`src/rtl/i2c_master_arbiter.sv`:
```
// rtl/i2c_master_arbiter.sv - round-robin arbiter sharing one I2C master between requesters
module i2c_master_arbiter #(
    parameter int NUM_REQ       = 4,
    parameter int START_TIMEOUT = 16,
    parameter int XFER_TIMEOUT  = 65535
) (
    input  logic                   clk,
    input  logic                   reset,
    input  logic [NUM_REQ-1:0]     req_valid,
    input  logic [NUM_REQ-1:0]     req_rw,
    input  logic [NUM_REQ-1:0]     req_write_mode,
    input  logic [7*NUM_REQ-1:0]   req_chip_addr,
    input  logic [8*NUM_REQ-1:0]   req_reg_addr,
    input  logic [16*NUM_REQ-1:0]  req_data,
    output logic [NUM_REQ-1:0]     req_ready,
    output logic [NUM_REQ-1:0]     resp_valid,
    output logic [15:0]            resp_data,
    output logic [3:0]             resp_status,
    output logic                   resp_error,
    output logic                   busy,
    output logic [6:0]             master_chip_addr,
    output logic [7:0]             master_reg_addr,
    output logic [15:0]            master_data_in,
    output logic                   master_write_mode,
    output logic                   master_write_en,
    output logic                   master_read_en,
    input  logic                   master_busy,
    input  logic                   master_done,
    input  logic [3:0]             master_status,
    input  logic [15:0]            master_data_out
);

    localparam int              PW        = (NUM_REQ > 1) ? $clog2(NUM_REQ) : 1;
    localparam logic [PW:0]     NREQ      = (PW+1)'(NUM_REQ);
    localparam logic [PW-1:0]   LAST      = PW'(NUM_REQ-1);
    localparam logic [15:0]     START_LIM = 16'(START_TIMEOUT);
    localparam logic [15:0]     XFER_LIM  = 16'(XFER_TIMEOUT);

    localparam logic [2:0] IDLE      = 3'd0;
    localparam logic [2:0] LAUNCH    = 3'd1;
    localparam logic [2:0] WAIT_BUSY = 3'd2;
    localparam logic [2:0] WAIT_DONE = 3'd3;
    localparam logic [2:0] RESP      = 3'd4;

    logic [2:0]    state;
    logic [PW-1:0] rr_ptr;
    logic [PW-1:0] gnt_q;
    logic          rw_q;
    logic [15:0]   cnt;
    logic          error;

    logic          gnt_found;
    logic [PW-1:0] gnt_idx;
    logic [PW:0]   scan;

    // First pending requester at or after rr_ptr, wrapping around.
    always_comb begin
        gnt_found = 1'b0;
        gnt_idx   = '0;
        scan      = '0;
        for (int k = 0; k < NUM_REQ; k++) begin
            scan = {1'b0, rr_ptr} + (PW+1)'(k);
            if (scan >= NREQ)
                scan = scan - NREQ;
            if (!gnt_found && req_valid[scan[PW-1:0]]) begin
                gnt_found = 1'b1;
                gnt_idx   = scan[PW-1:0];
            end
        end
    end

    assign req_ready       = (state == IDLE && gnt_found && !reset) ? (NUM_REQ'(1) << gnt_idx) : '0;
    assign resp_valid      = (state == RESP) ? (NUM_REQ'(1) << gnt_q) : '0;
    assign resp_error      = error;
    assign busy            = (state != IDLE);
    assign master_write_en = (state == LAUNCH) && !rw_q;
    assign master_read_en  = (state == LAUNCH) && rw_q;

    always_ff @(posedge clk) begin
        if (reset) begin
            state             <= IDLE;
            rr_ptr            <= '0;
            gnt_q             <= '0;
            rw_q              <= 1'b0;
            cnt               <= '0;
            error             <= 1'b0;
            resp_data         <= '0;
            resp_status       <= '0;
            master_chip_addr  <= '0;
            master_reg_addr   <= '0;
            master_data_in    <= '0;
            master_write_mode <= 1'b0;
        end else begin
            case (state)
                IDLE: begin
                    if (gnt_found) begin
                        gnt_q             <= gnt_idx;
                        rw_q              <= req_rw[gnt_idx];
                        master_write_mode <= req_write_mode[gnt_idx];
                        master_chip_addr  <= req_chip_addr[7*int'(gnt_idx) +: 7];
                        master_reg_addr   <= req_reg_addr[8*int'(gnt_idx) +: 8];
                        master_data_in    <= req_data[16*int'(gnt_idx) +: 16];
                        rr_ptr            <= (gnt_idx == LAST) ? '0 : gnt_idx + 1'b1;
                        state             <= LAUNCH;
                    end
                end
                LAUNCH: begin
                    cnt   <= '0;
                    state <= WAIT_BUSY;
                end
                WAIT_BUSY: begin
                    // master_done is deliberately ignored here: it may be left over from the last transfer.
                    if (master_busy) begin
                        cnt   <= '0;
                        state <= WAIT_DONE;
                    end else if (cnt >= START_LIM) begin
                        error <= 1'b1;
                        state <= RESP;
                    end else begin
                        cnt <= (cnt == 16'hFFFF) ? cnt : cnt + 16'd1;
                    end
                end
                WAIT_DONE: begin
                    if (master_done || !master_busy) begin
                        resp_status <= master_status;
                        if (rw_q)
                            resp_data <= master_data_out;
                        state <= RESP;
                    end else if (cnt >= XFER_LIM) begin
                        error <= 1'b1;
                        state <= RESP;
                    end else begin
                        cnt <= (cnt == 16'hFFFF) ? cnt : cnt + 16'd1;
                    end
                end
                RESP: begin
                    error <= 1'b0;
                    state <= IDLE;
                end
                default: state <= IDLE;
            endcase
        end
    end

endmodule

```
`config.mk`:
```
export PLATFORM = sky130hd
export DESIGN_NAME = i2c_master_arbiter
export DESIGN_NICKNAME = d
export VERILOG_FILES = /design/src/rtl/i2c_master_arbiter.sv
export SDC_FILE = /design/constraint.sdc
export NUM_CORES = 1
export LEC_CHECK = 0
export ABC_AREA = 1
export BUFFER_PORTS_ARGS = -buffer_cell sky130_fd_sc_hd__buf_2
export CORE_UTILIZATION = 52
export DETAILED_ROUTE_END_ITERATION = 8
export PLACE_DENSITY = 0.84
export SLEW_MARGIN = 5
export SYNTH_ARGS = -nofsm -noshare
export SYNTH_HDL_FRONTEND = slang
export SYNTH_SLANG_ARGS = --single-unit
```
`constraint.sdc`:
```
create_clock -name clk -period 4 [get_ports clk]
set_clock_uncertainty 0.1 [all_clocks]
set_input_delay 0 -clock clk [delete_from_list [all_inputs] [get_ports clk]]
set_output_delay 0 -clock clk [all_outputs]
set_load 0.01 [all_outputs]
```
==> out/results.txt, run 1 <==
The flow ran to the end, and the final reports show no timing, DRC or antenna violations. TritonCTS built the clock tree. In the finished design, the share of the clock period the worst path needs comes to 95.3%. Start point of the worst min-delay path: req_rw[2]. The tools report the maximum achievable frequency as 0.262 GHz. By count the netlist is led by sky130_fd_sc_hd__nand2_1, sky130_fd_sc_hd__nor2_1, sky130_fd_sc_hd__dfxtp_1.

Counting stages on the worst path, the most repeated cell is sky130_fd_sc_hd__nand2_1. The run gives 224 as the number of placed I/O pins. The max-slew violation count is 0. The netlist uses 37 different library cells. The synthesis-to-layout area growth is 50.2%. Across all hold checks on the routed design, the worst slack comes to 0.0550 ns.

For the hold violation total from the final report, the log shows 0. A synthesized cell averages 5.76 um^2. The tools report the arrival time at the worst endpoint as 4.02 ns. The path with the worst hold slack has its endpoint at rw_q$_SDFFE_PP0N_.

The tools report the antenna diode count as 0. For this block, the routed nets add up to 18900 um of wire. The first-pass GRT wire length was 30200 um; the total area of multi-input combinational cells was 2960 um^2.

Clock tree synthesis inserted a total of 9 buffers. The post-synthesis async set-or-reset flop share is 0%. The routed via count divided by cell count was 5.25; the highest fanout seen on the critical path was 36. The worst-case reg-to-reg path depth came out at 15. VDD sags by at most 0.471 mV.

Clock tree synthesis found a total of 77 sinks. The delay contributed by the slowest stage of the critical path is 0.59 ns, and the average detailed-routed wire length per instance is 14.3 um. Synthesis produced a netlist whose cell count is 871.

For the worst path required time, the log shows 4.20 ns. The number of nets produced by synthesis is 1037, and the width of the die is 100 um. Summed negative setup slack over all endpoints: 0 ns.

By instance count, the leading cell after synthesis is sky130_fd_sc_hd__nand2_1. The tools report the clock latency on the worst-skew pair as 0.36 ns. In this run, synthesis produced a sequential element count of 77. The signal on the critical path passes through inv_2 > nand2_1 > nand3_1 > nand2_1 > inv_1 > nand3_4 > buf_4 > nand3_2 > inv_4 > nand2_1 > nand2_1 > dlygate4sd3_1 > nor2_1 > nor2_1 > dlygate4sd3_1. The HPWL after detailed placement is 10700 um. Excluding fillers, the count of instances in the completed layout stands at 1324. The category of the critical setup timing path was flop to flop. The count of buffer and inverter cells on the critical path was 6; the max-capacitance violation count was 0. The share of cells above drive strength 1 is 22.3%, and the least setup slack across all paths after layout is 0.188 ns. The run gives 0.874 as the last weighted congestion value of the routability-driven placer. After the first detailed-routing iteration, the DRC count stood at 450.

At the pin with the least slew margin, the transition time is 0.562 ns. The run gives 0 as the initial antenna violation count. Dividing total power by cell area gives a power density of 689 nW/um^2.

The remaining number of nets flagged by the antenna check after routing is 0, and the number of remaining DRC errors is 0. The tools report the clock root buffer master as sky130_fd_sc_hd__clkbuf_8. For the maximum number of pins on one net before global-route repair, the log shows 71. Net count reported at finish: 1356.

STA classifies the critical path startpoint as a flop. STA classifies the critical path endpoint as a flop. Gate family responsible for the most delay along the worst path: buffers and inverters.

The number of port buffers is 223, and the clock-pin slew of the registers on the worst-case setup and hold paths is 0.10 ns. The logs give 0.00424 uW for the leakage dissipation and 0.19 ns for the register-to-register path setup slack. The leading area contributor after synthesis was sky130_fd_sc_hd__dfxtp_1. The largest individual stage delay along the critical path comes from the cell sky130_fd_sc_hd__dlygate4sd3_1.

The worst hold path was traced through 7 stages. The total placed cells including tap cells was 1188. Summing all flip-flop and latch instances after layout gives 1540 um^2.

The proportion of synthesized chip area in sequential cells came out at 30.7%. In the synthesized netlist the dominant register cell turns out to be sky130_fd_sc_hd__dfxtp_1. The number of endpoints failing setup at the final stage is 0, and the starting utilization of the core area is 54.1%. In this run, synthesis inferred 0 flip-flops with an integrated enable. The via count of the first global-routing pass is 6643, and the number of buffers on the longest clock path is 2.

The run gives 643 as the number of filler instances in the final layout. The worst register-to-register path begins at rr_ptr[0]$_SDFFE_PP0N_. Global routing used 37.6% of the available tracks. Worst setup timing slack at the placement stage: 1.13 ns. Yosys attributes the largest share of cell area to sky130_fd_sc_hd__dfxtp_1, sky130_fd_sc_hd__nand2_1, sky130_fd_sc_hd__nor2_1.

For the number of vias after detailed routing, the log shows 6949. Global routing finished with a remaining overflow of 0. Summed over its instances, the top area cell type makes up 30.7% of the synthesized netlist area. The tools report the total standard cell area after synthesis as 5020 um^2. The tools report the capturing point of the worst reg2reg path as master_data_in[12]$_SDFFE_PP0N_. Before antenna repair, the detailed router went through 6 iterations. The clock period could shrink to 3.81 ns. In this run the number of H-tree levels came out at 3. The Yosys step of the flow raised 0 warnings.

Core region area: 9280 um^2. The min-delay analysis places its worst path in the category input pin to flop. Headroom to the max-slew limit came out at 62.6%.

In this run the vertical extent of the chip is 100 um. For the floorplan die area, the log shows 10000 um^2. The number of rows created at floorplan is 35.
-- worst min-delay path: cells and delay by family --
| family | cells | cell delay (ns) |
|---|---|---|
| buffers and inverters | 3 | 0.17 |
| and+or+nand+nor | 4 | 0.32 |
-- state kept, by name, summed over array words and instances (netlist names) --
signal and count:
resp_data 16, master_chip_addr 7, gnt_q 2, rr_ptr 2, cnt 16, master_reg_addr 8
resp_error 1, master_write_mode 1, master_data_in 16, state 3, resp_status 4, rw_q 1
-- metal layers --
metal  global-route usage [%]  wire length, um  vias up
met5                        0                0        -
met1                     41.5             7200     3057
li1                         -                -     3369
met3                     8.77             1720       91
met4                     23.0              935        0
met2                     65.6             9070      432
-- report_power, final --
group          total (uW)  switching [uW]  internal [uW]
combinational        3560            2100           1460
clock                 581             340            240
sequential           1050             112            940
total                5200            2560           2640
-- how the worst max path moves through the flow --
stage / cells after the start / endpoint / startpoint / slack, ns
after floorplan: 12 / rr_ptr[1]$_SDFFE_PP0N_ / rr_ptr[0]$_SDFFE_PP0N_ / 1.96
final: 15 / master_data_in[12]$_SDFFE_PP0N_ / rr_ptr[0]$_SDFFE_PP0N_ / 0.19
after CTS: 17 / master_data_in[15]$_SDFFE_PP0N_ / rr_ptr[0]$_SDFFE_PP0N_ / 0.12
after global placement: 14 / req_ready[0] / rr_ptr[0]$_SDFFE_PP0N_ / 1.20
after detailed placement: 12 / rr_ptr[1]$_SDFFE_PP0N_ / rr_ptr[0]$_SDFFE_PP0N_ / 1.13
after global routing: 15 / master_data_in[12]$_SDFFE_PP0N_ / rr_ptr[0]$_SDFFE_PP0N_ / -0.03
-- cell type report --
cell class | instances | share of cell area (%)
Multi-Input combinational cell | 672 | 39.2
Timing Repair Buffer | 350 | 31.6
Sequential cell | 77 | 20.4
Inverter | 80 | 4.05
Tap cell | 129 | 2.14
Clock buffer | 9 | 1.64
Clock inverter | 7 | 0.913
-- cell families (layout without fill, tap and decap cells) --
group,count (synthesis),after routing,synth area share [%]
buf+inv,122,446,10.4
flops,77,77,30.7
xor+xnor,5,5,0.873
simple gates,596,596,49.5
compound gates,65,65,7.03
fa+ha+maj,6,6,1.50
-- what timing repair did --
item | CTS | global route
setup buffers | 0 | 0
hold buffers | 120 | 0
hold endpoints to repair | 61 | 0
gates resized for setup | 0 | 6
endpoints found under the setup margin | 0 | 32
-- through the flow --
| step | instance area, um^2 | utilization (%) | total power (uW) |
|---|---|---|---|
| global placement | 6130 | 66.0 | 3670 |
| detailed placement | 6130 | 66.0 | 3700 |
| CTS | 7520 | 81.0 | 4970 |
| global route | 7540 | 81.2 | 5610 |
| floorplan | 5020 | - | 3110 |
| finish | 7540 | 81.2 | 5200 |
-- placed cells by master, fill, tap and decap left out, types with 4 or more instances in the layout --
master,count
sky130_fd_sc_hd__xor2_1,4
sky130_fd_sc_hd__buf_4,6
sky130_fd_sc_hd__a21oi_1,19
sky130_fd_sc_hd__o21ai_0,35
sky130_fd_sc_hd__nand3_1,42
sky130_fd_sc_hd__clkbuf_8,9
sky130_fd_sc_hd__inv_1,73
sky130_fd_sc_hd__o21ai_1,4
sky130_fd_sc_hd__inv_2,4
sky130_fd_sc_hd__dfxtp_1,77
sky130_fd_sc_hd__nand4_1,44
sky130_fd_sc_hd__ha_1,6
sky130_fd_sc_hd__nand2_1,383
sky130_fd_sc_hd__dlygate4sd3_1,120
sky130_fd_sc_hd__buf_2,223
sky130_fd_sc_hd__nor3_1,6
sky130_fd_sc_hd__nor2_1,105
(Power assumes the default switching activity.)
==> run 2, diff against run 1 <==
--- a/config.mk
+++ b/config.mk
@@ -10,6 +10,7 @@
 export CORE_UTILIZATION = 52
 export DETAILED_ROUTE_END_ITERATION = 8
 export PLACE_DENSITY = 0.84
+export SKIP_LAST_GASP = 1
 export SLEW_MARGIN = 5
 export SYNTH_ARGS = -nofsm -noshare
 export SYNTH_HDL_FRONTEND = slang
==> constraint.sdc (replaced) <==
create_clock -name clk -period 4.86 [get_ports clk]
set_clock_uncertainty 0.1 [all_clocks]
set_input_delay 0 -clock clk [delete_from_list [all_inputs] [get_ports clk]]
set_output_delay 0 -clock clk [all_outputs]
set_load 0.01 [all_outputs]
==> out/results.txt, run 2 (synthesis gave the netlist of run 1 again) <==
The cell sitting at the root of the clock tree is a sky130_fd_sc_hd__clkbuf_8. The type of the tightest min-delay check is input pin to flop. The tools report the via count of the first global-routing pass as 6573.

Number of H-tree branching levels: 3. Final hold analysis gives a worst-case slack of 0.0521 ns. The average detailed-routed wire length per instance was 14.2 um. In the final layout, the registers with the most flip-flops are cnt x16, master_data_in x16, resp_data x16. The tools report the number of buffers created by CTS as 9. In the detailed route, the total length drawn on met3 is 1720 um. In this run the remaining antenna-violating nets after routing total 0.

The tools report the met2 layer wire length in the routed design as 8980 um. The internal power contribution was 2100 uW; the summed negative setup slack over all endpoints was 0 ns. The switching share of total power is 49.6%, and the routed wire length is 18800 um. Placed instance area: 6110 um^2. The die is 100 um tall. For the sequential power share, the log shows 20.5%. The filler cells instantiated in the layout total 658.

Entering global routing, the biggest net connects 54 pins. The highest metal layer carrying signal wires in the routed design is met4. In this run the worst path has a maximum fanout of 36. Net count reported at finish: 1350. In the final routing, the length of wire on met1 measures 6890 um. After detailed routing, the number of remaining DRC violations is 0.

Area taken by flip-flops and latches: 1540 um^2. After the first detailed-routing iteration, the DRC count stood at 390. Share of cells above drive strength 1: 22.2%. In this run the core area contains 35 standard-cell rows. In this run the power density over the cells is 560 nW/um^2. Combinational logic is responsible for 68.3% of the overall power. Max-cap violations in this run came to 0. In this run the static leakage power is 0.00421 uW. Max-slew violation count: 0. The pre-antenna-repair detailed-routing pass consisted of 5 iterations. The longest clock path from root to sink contains 2 buffers. Count of buffers added by post-CTS timing repair for setup: 0. Setup repair after global routing left no endpoint under its margin.

Arrival time at the worst endpoint: 4.55 ns. STA classifies the critical path startpoint as a flop. TritonCTS built the clock tree.

Timing would allow up to 0.230 GHz. Using the TritonRoute via totals, the vias-per-cell ratio works out to 5.31. The tree built by TritonCTS fans out to 77 sinks.

The power spent charging and discharging nets came out at 2070 uW. The top cell types in the final layout, fill and taps aside, are sky130_fd_sc_hd__nand2_1, sky130_fd_sc_hd__buf_2, sky130_fd_sc_hd__dlygate4sd3_1. The placed wire-length estimate was 10800 um; the core region area was 9280 um^2.

The fraction of the cycle the final worst path needs is 89.6%. IR analysis of the VDD net gives a maximum drop of 0.441 mV. The run gives 0.35 ns as the clock latency on the worst-skew pair. Compared with the post-synthesis result, the final layout area differs by 48.5%. Routability-driven placement finished with a final weighted congestion of 0.969. The initial antenna violation count was 0; the count of hold buffers inserted by post-cts repair was 116. The worst setup path is captured at a flop. The flow ran to the end, and the final reports show no timing, DRC or antenna violations. The run gives 0 as the number of cells upsized or downsized after cts.

The number of port buffers was 223. Shortest clock period the worst path allows after layout: 4.36 ns. The first-pass GRT wire length is 29500 um.

The finished cells cover 7450 um^2. The fraction of power consumed by the clock network was 11.1%; the width of the die was 100 um. The total grt overflow is 0. Category of the critical setup timing path: flop to flop. The clock-pin slew of the registers on the worst-case setup and hold paths is 0.09 ns, and the transition time of the tightest slew-check pin is 0.775 ns.

The tools report the antenna diode count as 0. The starting utilization of the core area was 54.1%. Total area of multi-input combinational cells: 2960 um^2. The tools report the floorplan die area as 10000 um^2.

The run gives 0 as the number of endpoints failing setup at the final stage. The hold violation total from the final report is 0, and the worst path required time is 5.05 ns. The commonest non-fill, non-tap cell in the layout is sky130_fd_sc_hd__nand2_1. The run gives 36.7% as the overall global routing resource usage. The tools report the number of vias after detailed routing as 6997.

The number of placed I/O pins came out at 224. Measured against its own limit, the worst slew margin works out to 48.4%.
[run 2: path summary, 6_finish.rpt]
kind                           startpoint                         endpoint  slack, ns  cells past startpoint
setup / recovery   rr_ptr[0]$_SDFFE_PP0N_  master_data_in[12]$_SDFFE_PP0N_       0.50                     17
hold / removal                  req_rw[2]                rw_q$_SDFFE_PP0N_       0.05                      7
setup reg to reg   rr_ptr[0]$_SDFFE_PP0N_  master_data_in[12]$_SDFFE_PP0N_       0.50                     17
hold reg to reg   resp_error$_SDFFE_PP0P_          resp_error$_SDFFE_PP0P_       0.38                      2
[run 2: critical path: stages (launching register included)]
cell and delay [ns]:
sky130_fd_sc_hd__dfxtp_1 0.53, sky130_fd_sc_hd__inv_2 0.14, sky130_fd_sc_hd__nand2_1 0.09, sky130_fd_sc_hd__nand2_1 0.09, sky130_fd_sc_hd__nand2_1 0.08, sky130_fd_sc_hd__nand2_1 0.05, sky130_fd_sc_hd__nand2_1 0.07, sky130_fd_sc_hd__nand2_1 0.05
sky130_fd_sc_hd__nand2_1 0.05, sky130_fd_sc_hd__buf_4 0.32, sky130_fd_sc_hd__nand3_2 0.47, sky130_fd_sc_hd__inv_2 0.66, sky130_fd_sc_hd__nand2_1 0.18, sky130_fd_sc_hd__nand2_1 0.12, sky130_fd_sc_hd__dlygate4sd3_1 0.55, sky130_fd_sc_hd__nor2_1 0.04
sky130_fd_sc_hd__nor2_1 0.10, sky130_fd_sc_hd__dlygate4sd3_1 0.56
[run 2: layer usage]
layer	global-route usage (%)	vias up
met3	9.61	112
met5	0	-
met1	39.3	3105
met2	63.3	421
li1	-	3359
met4	25.3	0
[run 2: final cells by class]
cell class / count / share of cell area, %
repair buffers: 344 / 31.1
clock buffers: 9 / 1.66
well taps: 129 / 2.17
inverters: 80 / 4.06
flip-flops and latches: 77 / 20.7
multi-input cells: 672 / 39.6
clock inverters: 7 / 0.739
[run 2: power by group through the flow]
stage | clock network, uW | logic, uW | registers, uW
after floorplan | 0 | 1660 | 900
after global placement | 0 | 2120 | 864
after detailed placement | 0 | 2140 | 864
after CTS | 462 | 2680 | 852
after global routing | 497 | 3150 | 873
final | 465 | 2850 | 857
[run 2: stage by stage]
step / util (%) / worst slack, ns / power [uW] / std cells
5_1_grt: 80.3 / 0.212 / 4520 / 1318
4_1_cts: 80.3 / 0.689 / 4000 / 1318
3_5_place_dp: 65.9 / 1.59 / 3010 / 1186
6_report: 80.3 / 0.505 / 4180 / 1318
2_1_floorplan: - / 2.82 / 2560 / 871
3_3_place_gp: 65.9 / 1.66 / 2980 / 1186
==> run 3, diff against run 2 <==
--- a/config.mk
+++ b/config.mk
@@ -7,6 +7,7 @@
 export LEC_CHECK = 0
 export ABC_AREA = 1
 export BUFFER_PORTS_ARGS = -buffer_cell sky130_fd_sc_hd__buf_2
+export CORE_ASPECT_RATIO = 1.4
 export CORE_UTILIZATION = 52
 export DETAILED_ROUTE_END_ITERATION = 8
 export PLACE_DENSITY = 0.84
==> out/results.txt, run 3 (synthesis gave the netlist of run 1 again) <==
The first global-routing pass estimated 32700 um of wire. Placed wire-length estimate: 11300 um. In the final layout, the registers with the most flip-flops are cnt x16, master_data_in x16, resp_data x16. For this design, the sink count on the clock tree is 77. The logs give 0 for the total grt overflow and 0.412 mV for the maximum resistive drop on vdd. For the via count of the first global-routing pass, the log shows 7044.

The cell repeated most along the worst path was sky130_fd_sc_hd__nand2_1. Dividing the detail-routed via count by the number of cells gives 5.60. The final critical path takes up 94.0% of the cycle.

In the final routed layout, each cell accounts on average for 15.6 um. The tools report the worst path required time as 4.99 ns. TritonCTS built the clock tree. For the remaining number of nets flagged by the antenna check after routing, the log shows 0. The maximum achievable frequency is 0.219 GHz.

Across all layers, the routed design uses 7259 vias. In the layout the commonest cells are sky130_fd_sc_hd__nand2_1, sky130_fd_sc_hd__buf_2, sky130_fd_sc_hd__dlygate4sd3_1. The number of H-tree branching levels is 3, and the summed area of non-filler cells in the final layout is 7560 um^2. Data arrives at the worst endpoint at 4.70 ns. For the floorplan die area, the log shows 10100 um^2. Setup repair after global routing left no endpoint under its margin. Headroom to the max-slew limit came out at 50.0%. Cells with a size suffix above 1 make up 22.3% of the layout. The shortest clock period the worst path allows after layout is 4.57 ns, and the leakage dissipation is 0.00427 uW.

From synthesis to final layout, the design area changed by 50.6%. The floorplan step set the die height to 118 um. The placed instances occupy a cell area of 6090 um^2.

The highest-delay cell along the critical path is sky130_fd_sc_hd__dlygate4sd3_1. The number of placed I/O pins is 224, and the number of design-rule violations left by the first detailed-router iteration is 604. The number of buffers on the longest clock path was 2.

The last weighted congestion value of the routability-driven placer is 0.965. The type of the tightest min-delay check is input pin to flop. Across every metal layer, demand over resource in global routing totals 41.1%. The hold violation total from the final report is 0. In the final design database the tool counted 1346 nets. Clock-pin slew of the registers on the worst-case setup and hold paths: 0.06 ns. Number of filler instances in the final layout: 620. The run gives 0 as the max-capacitance violation count.

At the pin with the least slew margin, the transition time is 0.750 ns. The library cell used most frequently in the layout, excluding fill and tap cells, is sky130_fd_sc_hd__nand2_1. On the worst path, the slowest cell contributes a delay of 0.56 ns. The worst hold path cell count works out to 7.

The first detailed-routing pass ran for 7 iterations. Number of endpoints failing setup at the final stage: 0. From left edge to right edge, the die measures 85.0 um.

STA classifies the critical path startpoint as a flop. For the initial antenna violation count, the log shows 1. For this block, the routed nets add up to 20200 um of wire.

Dividing total power by cell area gives a power density of 598 nW/um^2. The clock latency on the worst-skew pair came out at 0.35 ns. The category of the critical setup timing path is flop to flop. In the routed design, unresolved DRC markers number 0. Along the worst path, the maximum fanout reaches 37. Clock root buffer master: sky130_fd_sc_hd__clkbuf_16. Entering global routing, the biggest net connects 54 pins. The run finished with clean final reports. For this configuration, the core starts out at a cell density of 53.4%.

The run gives 0 ns as the summed negative setup slack over all endpoints. For the worst flop-to-flop path, the logic depth is 15. The max-slew violation count is 0, and the number of rows created at floorplan is 42. The number of clock buffers added by TritonCTS is 9. The signal on the critical path passes through inv_2 > nand2_1 > nand2_1 > nand2_1 > nand2_1 > nor2_4 > nand3_4 > nand3_4 > clkinv_2 > nand2_1 > nand2_1 > dlygate4sd3_1 > nor2_1 > nor2_1 > dlygate4sd3_1. The core region is 9410 um^2. The worst setup path is captured at a flop. During placement, the flow inserted port buffers numbering 223.
run 3: changes by cell type in the layout (fill, tap and decap cells not counted), sizes merged:
cell,delta
bufinv,+2
clkbuf,+1
clkinv,+1
clkinvlp,-1
diode,+1
dlygate4sd3,-4
inv,-3
run 3: repair_timing:
action	CTS	global route
setup buffers	0	0
endpoints found under the setup margin	0	20
endpoints found under the hold margin	54	0
hold buffers	112	0
gates resized for setup	0	2
run 3: power by group:
group          internal (uW)  switching [uW]
sequential               775            94.0
combinational           1120            1770
clock                    468             289
run 3: worst paths after layout:
kind                                         startpoint                              end  slack, ns
worst max-delay path             rr_ptr[0]$_SDFFE_PP0N_  master_reg_addr[0]$_SDFFE_PP0N_       0.29
worst min-delay path                    req_reg_addr[4]  master_reg_addr[4]$_SDFFE_PP0N_       0.02
worst max register to register   rr_ptr[0]$_SDFFE_PP0N_  master_reg_addr[0]$_SDFFE_PP0N_       0.29
worst min register to register  resp_error$_SDFFE_PP0P_          resp_error$_SDFFE_PP0P_       0.37
run 3: final cells by class:
| cell class | count | area, um^2 | share of cell area [%] |
|---|---|---|---|
| well taps | 110 | 138 | 1.82 |
| diodes | 1 | 2.50 | 0.0331 |
| inverters | 80 | 304 | 4.02 |
| flip-flops and latches | 77 | 1540 | 20.4 |
| clock buffers | 10 | 239 | 3.16 |
| repair buffers | 340 | 2270 | 30.1 |
| multi-input cells | 672 | 2960 | 39.2 |
| clock inverters | 6 | 93.8 | 1.24 |
run 3: worst max-delay path, delay by kind of cell (launching register included):
family	cells	cell delay (ns)
buffers and inverters	4	1.83
flip-flops	1	0.55
AND/OR/NAND/NOR	11	1.94
run 3: through the flow:
| stage | hold WS, ns | cells | utilization [%] | setup WS, ns | total power (uW) |
|---|---|---|---|---|---|
| after global placement | 0.122 | 1167 | 64.8 | 1.30 | 2990 |
| after global routing | 0.0514 | 1296 | 80.3 | 0.00851 | 4830 |
| after detailed placement | 0.128 | 1167 | 64.8 | 1.23 | 3030 |
| after CTS | 0.000716 | 1295 | 80.2 | 0.410 | 4300 |
| final | 0.0193 | 1296 | 80.3 | 0.292 | 4520 |
| after floorplan | 0.0349 | 871 | - | 2.82 | 2560 |
run 3: metal layers:
layer	GRT usage [%]	wire length (um)
met5	0	0
met4	33.1	1760
met3	10.1	1950
met2	66.9	9510
met1	44.8	6960
